[src/rtl/vga_pkg.sv]
// rtl/vga_pkg.sv - VESA 1024x768@60 timing constants and shared pixel types
package vga_pkg;

  localparam int VGA_H_ACTIVE   = 1024;
  localparam int VGA_H_FP       = 24;
  localparam int VGA_H_SYNC     = 136;
  localparam int VGA_H_BP       = 160;
  localparam int VGA_V_ACTIVE   = 768;
  localparam int VGA_V_FP       = 3;
  localparam int VGA_V_SYNC     = 6;
  localparam int VGA_V_BP       = 29;
  localparam logic VGA_SYNC_POL = 1'b0;
  localparam int VGA_SYNC_DELAY = 2;

  // Shared with the world-map scaler so both agree on the drawable area.
  localparam int SCREEN_MARGIN  = 128;
  localparam int WORLD_SCALE    = 6;

  localparam int COORD_W        = 12;
  localparam int COORD_LIMIT    = 1 << COORD_W;

  typedef logic [COORD_W-1:0] pixel_coord_t;

endpackage

[src/rtl/vga_timing_gen_if.sv]
// rtl/vga_timing_gen_if.sv - pixel enable in, coordinates and sync flags out
interface vga_timing_gen_if;
  import vga_pkg::*;

  logic         pix_en;
  pixel_coord_t pixel_column;
  pixel_coord_t pixel_row;
  logic         video_on;
  logic         horiz_sync;
  logic         vert_sync;
  logic         line_start;
  logic         frame_start;
  logic         video_on_d;
  logic         horiz_sync_d;
  logic         vert_sync_d;

  modport master (
    input  pix_en,
    output pixel_column, pixel_row, video_on, horiz_sync, vert_sync,
           line_start, frame_start, video_on_d, horiz_sync_d, vert_sync_d
  );

  modport slave (
    output pix_en,
    input  pixel_column, pixel_row, video_on, horiz_sync, vert_sync,
           line_start, frame_start, video_on_d, horiz_sync_d, vert_sync_d
  );

endinterface

[src/rtl/vga_sync_delay.sv]
// rtl/vga_sync_delay.sv - enabled N-stage shift register with per-bit reset value
module vga_sync_delay #(
  parameter int               WIDTH   = 3,
  parameter int               DEPTH   = 2,
  parameter logic [WIDTH-1:0] RST_VAL = '0
) (
  input  logic             clk,
  input  logic             reset_n,
  input  logic             i_en,
  input  logic [WIDTH-1:0] i_d,
  output logic [WIDTH-1:0] o_q
);

  generate
    if (DEPTH == 0) begin : g_bypass
      logic w_unused;
      assign w_unused = &{1'b0, clk, reset_n, i_en};
      assign o_q      = i_d;
    end else begin : g_pipe
      logic [WIDTH-1:0] r_stage [DEPTH];

      always_ff @(posedge clk or negedge reset_n) begin
        if (!reset_n) begin
          for (int i = 0; i < DEPTH; i++) r_stage[i] <= RST_VAL;
        end else if (i_en) begin
          r_stage[0] <= i_d;
          for (int i = 1; i < DEPTH; i++) r_stage[i] <= r_stage[i-1];
        end
      end

      assign o_q = r_stage[DEPTH-1];
    end
  endgenerate

endmodule

[src/rtl/vga_timing_gen.sv]
// rtl/vga_timing_gen.sv - pixel/line counters with registered sync, blank and pulse flags
module vga_timing_gen
  import vga_pkg::*;
#(
  parameter int   H_ACTIVE   = VGA_H_ACTIVE,
  parameter int   H_FP       = VGA_H_FP,
  parameter int   H_SYNC     = VGA_H_SYNC,
  parameter int   H_BP       = VGA_H_BP,
  parameter int   V_ACTIVE   = VGA_V_ACTIVE,
  parameter int   V_FP       = VGA_V_FP,
  parameter int   V_SYNC     = VGA_V_SYNC,
  parameter int   V_BP       = VGA_V_BP,
  parameter logic SYNC_POL   = VGA_SYNC_POL,
  parameter int   SYNC_DELAY = VGA_SYNC_DELAY
) (
  input logic               clk,
  input logic               reset_n,
  vga_timing_gen_if.master  vga
);

  localparam int H_TOTAL = H_ACTIVE + H_FP + H_SYNC + H_BP;
  localparam int V_TOTAL = V_ACTIVE + V_FP + V_SYNC + V_BP;

  localparam pixel_coord_t H_LAST   = pixel_coord_t'(H_TOTAL - 1);
  localparam pixel_coord_t V_LAST   = pixel_coord_t'(V_TOTAL - 1);
  localparam pixel_coord_t H_VIS    = pixel_coord_t'(H_ACTIVE);
  localparam pixel_coord_t V_VIS    = pixel_coord_t'(V_ACTIVE);
  localparam pixel_coord_t HS_START = pixel_coord_t'(H_ACTIVE + H_FP);
  localparam pixel_coord_t HS_END   = pixel_coord_t'(H_ACTIVE + H_FP + H_SYNC);
  localparam pixel_coord_t VS_START = pixel_coord_t'(V_ACTIVE + V_FP);
  localparam pixel_coord_t VS_END   = pixel_coord_t'(V_ACTIVE + V_FP + V_SYNC);

  generate
    if (H_TOTAL > COORD_LIMIT || V_TOTAL > COORD_LIMIT) begin : g_size_check
      $error("vga_timing_gen: H_TOTAL/V_TOTAL exceed the 12-bit coordinate range");
    end
    if (SYNC_DELAY < 0 || SYNC_DELAY > 7) begin : g_delay_check
      $error("vga_timing_gen: SYNC_DELAY must be 0..7");
    end
  endgenerate

  pixel_coord_t r_col, r_row;
  pixel_coord_t w_col_nxt, w_row_nxt;
  logic         w_col_wrap;
  logic         r_video_on, r_hsync, r_vsync, r_line_start, r_frame_start;
  logic         w_video_on_nxt, w_hsync_nxt, w_vsync_nxt, w_line_start_nxt, w_frame_start_nxt;
  logic [2:0]   w_delayed;

  // Flags decode the next count so they line up with the coordinates they describe.
  always_comb begin
    w_col_wrap = (r_col == H_LAST);
    w_col_nxt  = w_col_wrap ? '0 : r_col + pixel_coord_t'(1);
    w_row_nxt  = r_row;
    if (w_col_wrap) begin
      w_row_nxt = (r_row == V_LAST) ? '0 : r_row + pixel_coord_t'(1);
    end
    w_video_on_nxt    = (w_col_nxt < H_VIS) && (w_row_nxt < V_VIS);
    w_hsync_nxt       = ((w_col_nxt >= HS_START) && (w_col_nxt < HS_END)) ? SYNC_POL : ~SYNC_POL;
    w_vsync_nxt       = ((w_row_nxt >= VS_START) && (w_row_nxt < VS_END)) ? SYNC_POL : ~SYNC_POL;
    w_line_start_nxt  = (w_col_nxt == '0);
    w_frame_start_nxt = w_line_start_nxt && (w_row_nxt == '0);
  end

  always_ff @(posedge clk or negedge reset_n) begin
    if (!reset_n) begin
      r_col         <= H_LAST;
      r_row         <= V_LAST;
      r_video_on    <= 1'b0;
      r_hsync       <= ~SYNC_POL;
      r_vsync       <= ~SYNC_POL;
      r_line_start  <= 1'b0;
      r_frame_start <= 1'b0;
    end else if (vga.pix_en) begin
      r_col         <= w_col_nxt;
      r_row         <= w_row_nxt;
      r_video_on    <= w_video_on_nxt;
      r_hsync       <= w_hsync_nxt;
      r_vsync       <= w_vsync_nxt;
      r_line_start  <= w_line_start_nxt;
      r_frame_start <= w_frame_start_nxt;
    end
  end

  vga_sync_delay #(
    .WIDTH   (3),
    .DEPTH   (SYNC_DELAY),
    .RST_VAL ({1'b0, ~SYNC_POL, ~SYNC_POL})
  ) u_sync_delay (
    .clk     (clk),
    .reset_n (reset_n),
    .i_en    (vga.pix_en),
    .i_d     ({r_video_on, r_hsync, r_vsync}),
    .o_q     (w_delayed)
  );

  assign vga.pixel_column = r_col;
  assign vga.pixel_row    = r_row;
  assign vga.video_on     = r_video_on;
  assign vga.horiz_sync   = r_hsync;
  assign vga.vert_sync    = r_vsync;
  assign vga.line_start   = r_line_start;
  assign vga.frame_start  = r_frame_start;
  assign vga.video_on_d   = w_delayed[2];
  assign vga.horiz_sync_d = w_delayed[1];
  assign vga.vert_sync_d  = w_delayed[0];

endmodule
[src/flat_wrapper.sv]
// flat-port wrapper written by rule: the top's interface ports become plain ports
module vga_timing_gen_flat import vga_pkg::*;
#(
  parameter int   H_ACTIVE   = VGA_H_ACTIVE,
  parameter int   H_FP       = VGA_H_FP,
  parameter int   H_SYNC     = VGA_H_SYNC,
  parameter int   H_BP       = VGA_H_BP,
  parameter int   V_ACTIVE   = VGA_V_ACTIVE,
  parameter int   V_FP       = VGA_V_FP,
  parameter int   V_SYNC     = VGA_V_SYNC,
  parameter int   V_BP       = VGA_V_BP,
  parameter logic SYNC_POL   = VGA_SYNC_POL,
  parameter int   SYNC_DELAY = VGA_SYNC_DELAY
)
  (clk, reset_n, vga_pix_en, vga_pixel_column, vga_pixel_row, vga_video_on, vga_horiz_sync, vga_vert_sync, vga_line_start, vga_frame_start, vga_video_on_d, vga_horiz_sync_d, vga_vert_sync_d);
  vga_timing_gen_if vga_i ();
  input logic clk;
  input logic reset_n;
  input wire logic [$bits(vga_i.pix_en)-1:0] vga_pix_en;
  output wire logic [$bits(vga_i.pixel_column)-1:0] vga_pixel_column;
  output wire logic [$bits(vga_i.pixel_row)-1:0] vga_pixel_row;
  output wire logic [$bits(vga_i.video_on)-1:0] vga_video_on;
  output wire logic [$bits(vga_i.horiz_sync)-1:0] vga_horiz_sync;
  output wire logic [$bits(vga_i.vert_sync)-1:0] vga_vert_sync;
  output wire logic [$bits(vga_i.line_start)-1:0] vga_line_start;
  output wire logic [$bits(vga_i.frame_start)-1:0] vga_frame_start;
  output wire logic [$bits(vga_i.video_on_d)-1:0] vga_video_on_d;
  output wire logic [$bits(vga_i.horiz_sync_d)-1:0] vga_horiz_sync_d;
  output wire logic [$bits(vga_i.vert_sync_d)-1:0] vga_vert_sync_d;
  assign vga_i.pix_en = vga_pix_en;
  assign vga_pixel_column = vga_i.pixel_column;
  assign vga_pixel_row = vga_i.pixel_row;
  assign vga_video_on = vga_i.video_on;
  assign vga_horiz_sync = vga_i.horiz_sync;
  assign vga_vert_sync = vga_i.vert_sync;
  assign vga_line_start = vga_i.line_start;
  assign vga_frame_start = vga_i.frame_start;
  assign vga_video_on_d = vga_i.video_on_d;
  assign vga_horiz_sync_d = vga_i.horiz_sync_d;
  assign vga_vert_sync_d = vga_i.vert_sync_d;
  vga_timing_gen #(.H_ACTIVE(H_ACTIVE), .H_FP(H_FP), .H_SYNC(H_SYNC), .H_BP(H_BP), .V_ACTIVE(V_ACTIVE), .V_FP(V_FP), .V_SYNC(V_SYNC), .V_BP(V_BP), .SYNC_POL(SYNC_POL), .SYNC_DELAY(SYNC_DELAY)) u_core (.clk(clk), .reset_n(reset_n), .vga(vga_i));
endmodule
[config.mk]
export PLATFORM = sky130hd
export DESIGN_NAME = vga_timing_gen_flat
export DESIGN_NICKNAME = d
export VERILOG_FILES = /design/src/rtl/vga_pkg.sv /design/src/rtl/vga_timing_gen_if.sv /design/src/rtl/vga_sync_delay.sv /design/src/rtl/vga_timing_gen.sv /design/src/flat_wrapper.sv
export SDC_FILE = /design/constraint.sdc
export NUM_CORES = 1
export LEC_CHECK = 0
export ABC_AREA = 1
export CAP_MARGIN = 10
export CORE_UTILIZATION = 55
export DETAILED_ROUTE_END_ITERATION = 7
export PLACE_DENSITY = 0.93
export SYNTH_ARGS = -nofsm -noshare
export SYNTH_HDL_FRONTEND = slang
export SYNTH_SLANG_ARGS = --single-unit
[constraint.sdc]
create_clock -name clk -period 3.9 [get_ports clk]
set_clock_uncertainty 0.15 [all_clocks]
set_input_delay 0.585 -clock clk [delete_from_list [all_inputs] [get_ports clk]]
set_output_delay 0.585 -clock clk [all_outputs]
set_load 0.005 [all_outputs]
==> out/summary.json <==
{
  "run_status": {"value": "finished clean"},
  "htree_levels": {"value": 2},
  "largest_net_degree_at_the_start_of_global_routing": {"value": 36},
  "proportion_of_layout_cells_with_a_drive_suffix_above_1": {"value": 10.6, "unit": "%"},
  "crit_type": {"value": "flop to flop"},
  "finalWorstSetupSlack": {"value": 1.43, "unit": "ns"},
  "die-height": {"value": 66.7, "unit": "um"},
  "most_common_cell_after_layout_fill_and_taps_aside": {"value": "nand2_1"},
  "num_antenna_cells": {"value": 0},
  "combPwrFrac": {"value": 34.8, "unit": "%"},
  "pre_cts_ws": {"value": 1.43, "unit": "ns"},
  "p_int": {"value": 0.794, "unit": "mW"},
  "viasPerCell": {"value": 5.32},
  "global_route_wire_length_before_repair": {"value": 9280, "unit": "um"},
  "gp_congestion": {"value": 0.922},
  "postCtsSetupRepairBufs": {"value": 0},
  "worst-endpoint-arrival": {"value": 2.55, "unit": "ns"},
  "insertion_delay": {"value": 0.29, "unit": "ns"},
  "first_global_vias": {"value": 2198},
  "number_of_buffer_cells_added_on_primary_ports": {"value": 34},
  "floorplan_row_count": {"value": 23},
  "post_cts.resized_instances": {"value": 0},
  "power_density": {"value": 456, "unit": "nW/um^2"},
  "timing.max_cap.violations": {"value": 0},
  "postCtsHoldBufs": {"value": 0},
  "postRouteAntennaNets": {"value": 0},
  "place.detailed.hpwl": {"value": 4020, "unit": "um"},
  "hold_violations_final": {"value": 0},
  "total_switching_power": {"value": 0.474, "unit": "mW"},
  "crit_path_end_kind": {"value": "flop"},
  "worst_path_top_cell_family_by_delay": {"value": "simple AND/OR/NAND/NOR gates"},
  "numClockSinks": {"value": 35},
  "cp_cell_instances": {"value": "ha_1 > nand2_2 > nor2_4 > nand2_4 > nor2_8 > nand3_1 > xor2_1 > nand2_1 > nor2_1 > nand3_1 > nand2_1"},
  "start_kind": {"value": "flop"},
  "setup_viol_count_final": {"value": 0},
  "layout_worst_path_cycle_share": {"value": 63.3, "unit": "%"},
  "tritoncts": {"value": "built"},
  "post-route-drc-count": {"value": 0},
  "synth.cell_area": {"value": 2300, "unit": "um^2"},
  "timing.final.crit_period": {"value": 2.47, "unit": "ns"},
  "switching_share": {"value": 37.4, "unit": "%"},
  "cts.clk_slew.worst_paths": {"value": 0.08, "unit": "ns"},
  "postSynthRegisterBits": {"value": 35},
  "synth.distinct_cells": {"value": 26},
  "dieWidth": {"value": 66.7, "unit": "um"},
  "yosys_warnings": {"value": 0},
  "grt_use_total": {"value": 27.6, "unit": "%"},
  "area.growth.synth_to_final": {"value": 20.7, "unit": "%"},
  "design.core.area": {"value": 4000, "unit": "um^2"},
  "wl_per_cell": {"value": 12.5, "unit": "um"},
  "first_iter_violations": {"value": 260},
  "layout_common_cells": {"value": "nand2_1 (126), nor2_1 (46), inv_1 (40), clkdlybuf4s50_1 (34), o21ai_0 (28)"},
  "synth_nets": {"value": 355},
  "yosysSeqAreaShare": {"value": 39.0, "unit": "%"},
  "max_stage_delay": {"value": 0.59, "unit": "ns"},
  "timing.setup.tns": {"value": 0, "unit": "ns"},
  "root_buffer": {"value": "clkbuf_8"},
  "total_grt_overflow": {"value": 0},
  "seq_power_share": {"value": 43.5, "unit": "%"},
  "crit_fanout": {"value": 18},
  "total_leakage_power": {"value": 1.35, "unit": "nW"},
  "total_routed_wirelength": {"value": 5460, "unit": "um"},
  "worst-slew-pin-transition": {"value": 0.695, "unit": "ns"},
  "final_nets": {"value": 391},
  "finalMaxSlewViolations": {"value": 0},
  "rsz0062_at_grt": {"value": "false"},
  "die_area": {"value": 4450, "unit": "um^2"},
  "layout.core_utilization": {"value": 69.5, "unit": "%"},
  "post_synth.cell_area_avg": {"value": 6.60, "unit": "um^2"},
  "timing.critical_path.buf_inv": {"value": 0},
  "vdd_ir_drop_max": {"value": 0.000311, "unit": "V"},
  "instances_no_fill": {"value": 436},
  "critical_path.slowest_cell": {"value": "dfstp_2"},
  "cts_max_path_buffers": {"value": 2},
  "highest_clock_frequency_the_design_can_meet": {"value": 405, "unit": "MHz"},
  "postSynthCellCount": {"value": 349},
  "numCtsBuffers": {"value": 5},
  "antenna_violations_before_repair": {"value": 0},
  "vias": {"value": 2318},
  "boundaryPins": {"value": 35},
  "power.share.clock": {"value": 21.7, "unit": "%"},
  "max-slew-margin-rel": {"value": 53.6, "unit": "%"},
  "hold_path_class": {"value": "flop to flop"},
  "place_inst": {"value": 428},
  "initial_utilization": {"value": 57.6, "unit": "%"},
  "overall_power": {"value": 1.27, "unit": "mW"},
  "cp_required": {"value": 3.98, "unit": "ns"},
  "filler_cell_count": {"value": 352},
  "drtPass1Iterations": {"value": 4}
}
logic make-up after synthesis:
| family | Yosys count | synth area share, % |
|---|---|---|
| adders and majority gates | 3 | 1.63 |
| DFF | 35 | 39.0 |
| and+or+nand+nor | 216 | 39.7 |
| AOI/OAI and AO/OA | 39 | 8.74 |
| xor gates and xnor gates | 6 | 2.28 |
| buffers and inverters | 50 | 8.63 |
path summary, 6_finish.rpt:
path                                                         endpoint  depth (start not counted)  slack (ns)                                   from
worst max-delay path                              u_core.vga.video_on                         11        1.43             u_core.vga.pixel_column[0]
worst min-delay path                       u_core.u_sync_delay.o_q[0]                          2        0.33  u_core.u_sync_delay.g_pipe.r_stage[3]
worst max register to register                    u_core.vga.video_on                         11        1.43             u_core.vga.pixel_column[0]
worst min register to register             u_core.u_sync_delay.o_q[0]                          2        0.33  u_core.u_sync_delay.g_pipe.r_stage[3]
max in group asynchronous       u_core.u_sync_delay.g_pipe.r_stage[3]                          2        2.70                                reset_n
min in group asynchronous                     u_core.vga.pixel_row[4]                          2        0.55                                reset_n
per-layer routing:
layer	wire length [um]	GRT usage, %
met5	0	0
met4	142	12.0
met3	334	6.51
met2	2680	47.6
met1	2300	32.4
sequential cells by signal, summed over array words and instances, names as in the netlist:
| name | flops |
|---|---|
| u_core.vga.pixel_column | 12 |
| u_core.vga.pixel_row | 12 |
| u_core.u_sync_delay.g_pipe.r_stage | 3 |
| u_core.u_sync_delay.o_q | 3 |
| u_core.vga.frame_start | 1 |
| u_core.vga.horiz_sync | 1 |
| u_core.vga.line_start | 1 |
| u_core.vga.vert_sync | 1 |
| u_core.vga.video_on | 1 |
tightest hold or removal path: stages (launching register included):
cell and delay (ns):
dfstp_2 0.36, inv_1 0.05, o21ai_0 0.06
cells in the mapped netlist (all sizes together):
library cell	number	area, um^2
nand2	130	503
nor2	50	221
inv	42	158
o21ai	31	155
nand3	28	145
dfstp	19	499
dfrtp	16	400
clkbuf	7	26.3
xor2	6	52.6
a21oi	5	25.0
nor3	4	20.0
ha	3	37.5
nand4	3	18.8
a31oi	1	6.26
and3	1	6.26
buf	1	15.0
o21a	1	7.51
o21bai	1	7.51
per-stage QoR:
stage               hold WS [ns]  cell area, um^2
finish                     0.329             2780
global route               0.359             2780
CTS                        0.333             2780
detailed placement         0.313             2690
global placement           0.307             2690
floorplan                  0.139             2300
power by group through the flow:
stage,clock (mW),sequential [mW],combinational [mW]
4_1_cts,0.279,0.551,0.442
5_1_grt,0.295,0.564,0.500
6_report,0.276,0.551,0.441
3_5_place_dp,0,0.558,0.436
3_3_place_gp,0,0.554,0.424
2_1_floorplan,0,0.543,0.248
cell type report:
cell class | count | area, um^2 | area share (%)
multi-input combinational | 264 | 1210 | 43.4
sequential | 35 | 900 | 32.3
timing repair buffer | 37 | 363 | 13.0
inverter | 42 | 158 | 5.67
clock buffer | 5 | 68.8 | 2.47
tap | 50 | 62.6 | 2.25
clock inverter | 3 | 23.8 | 0.855
(Power assumes the default switching activity.)
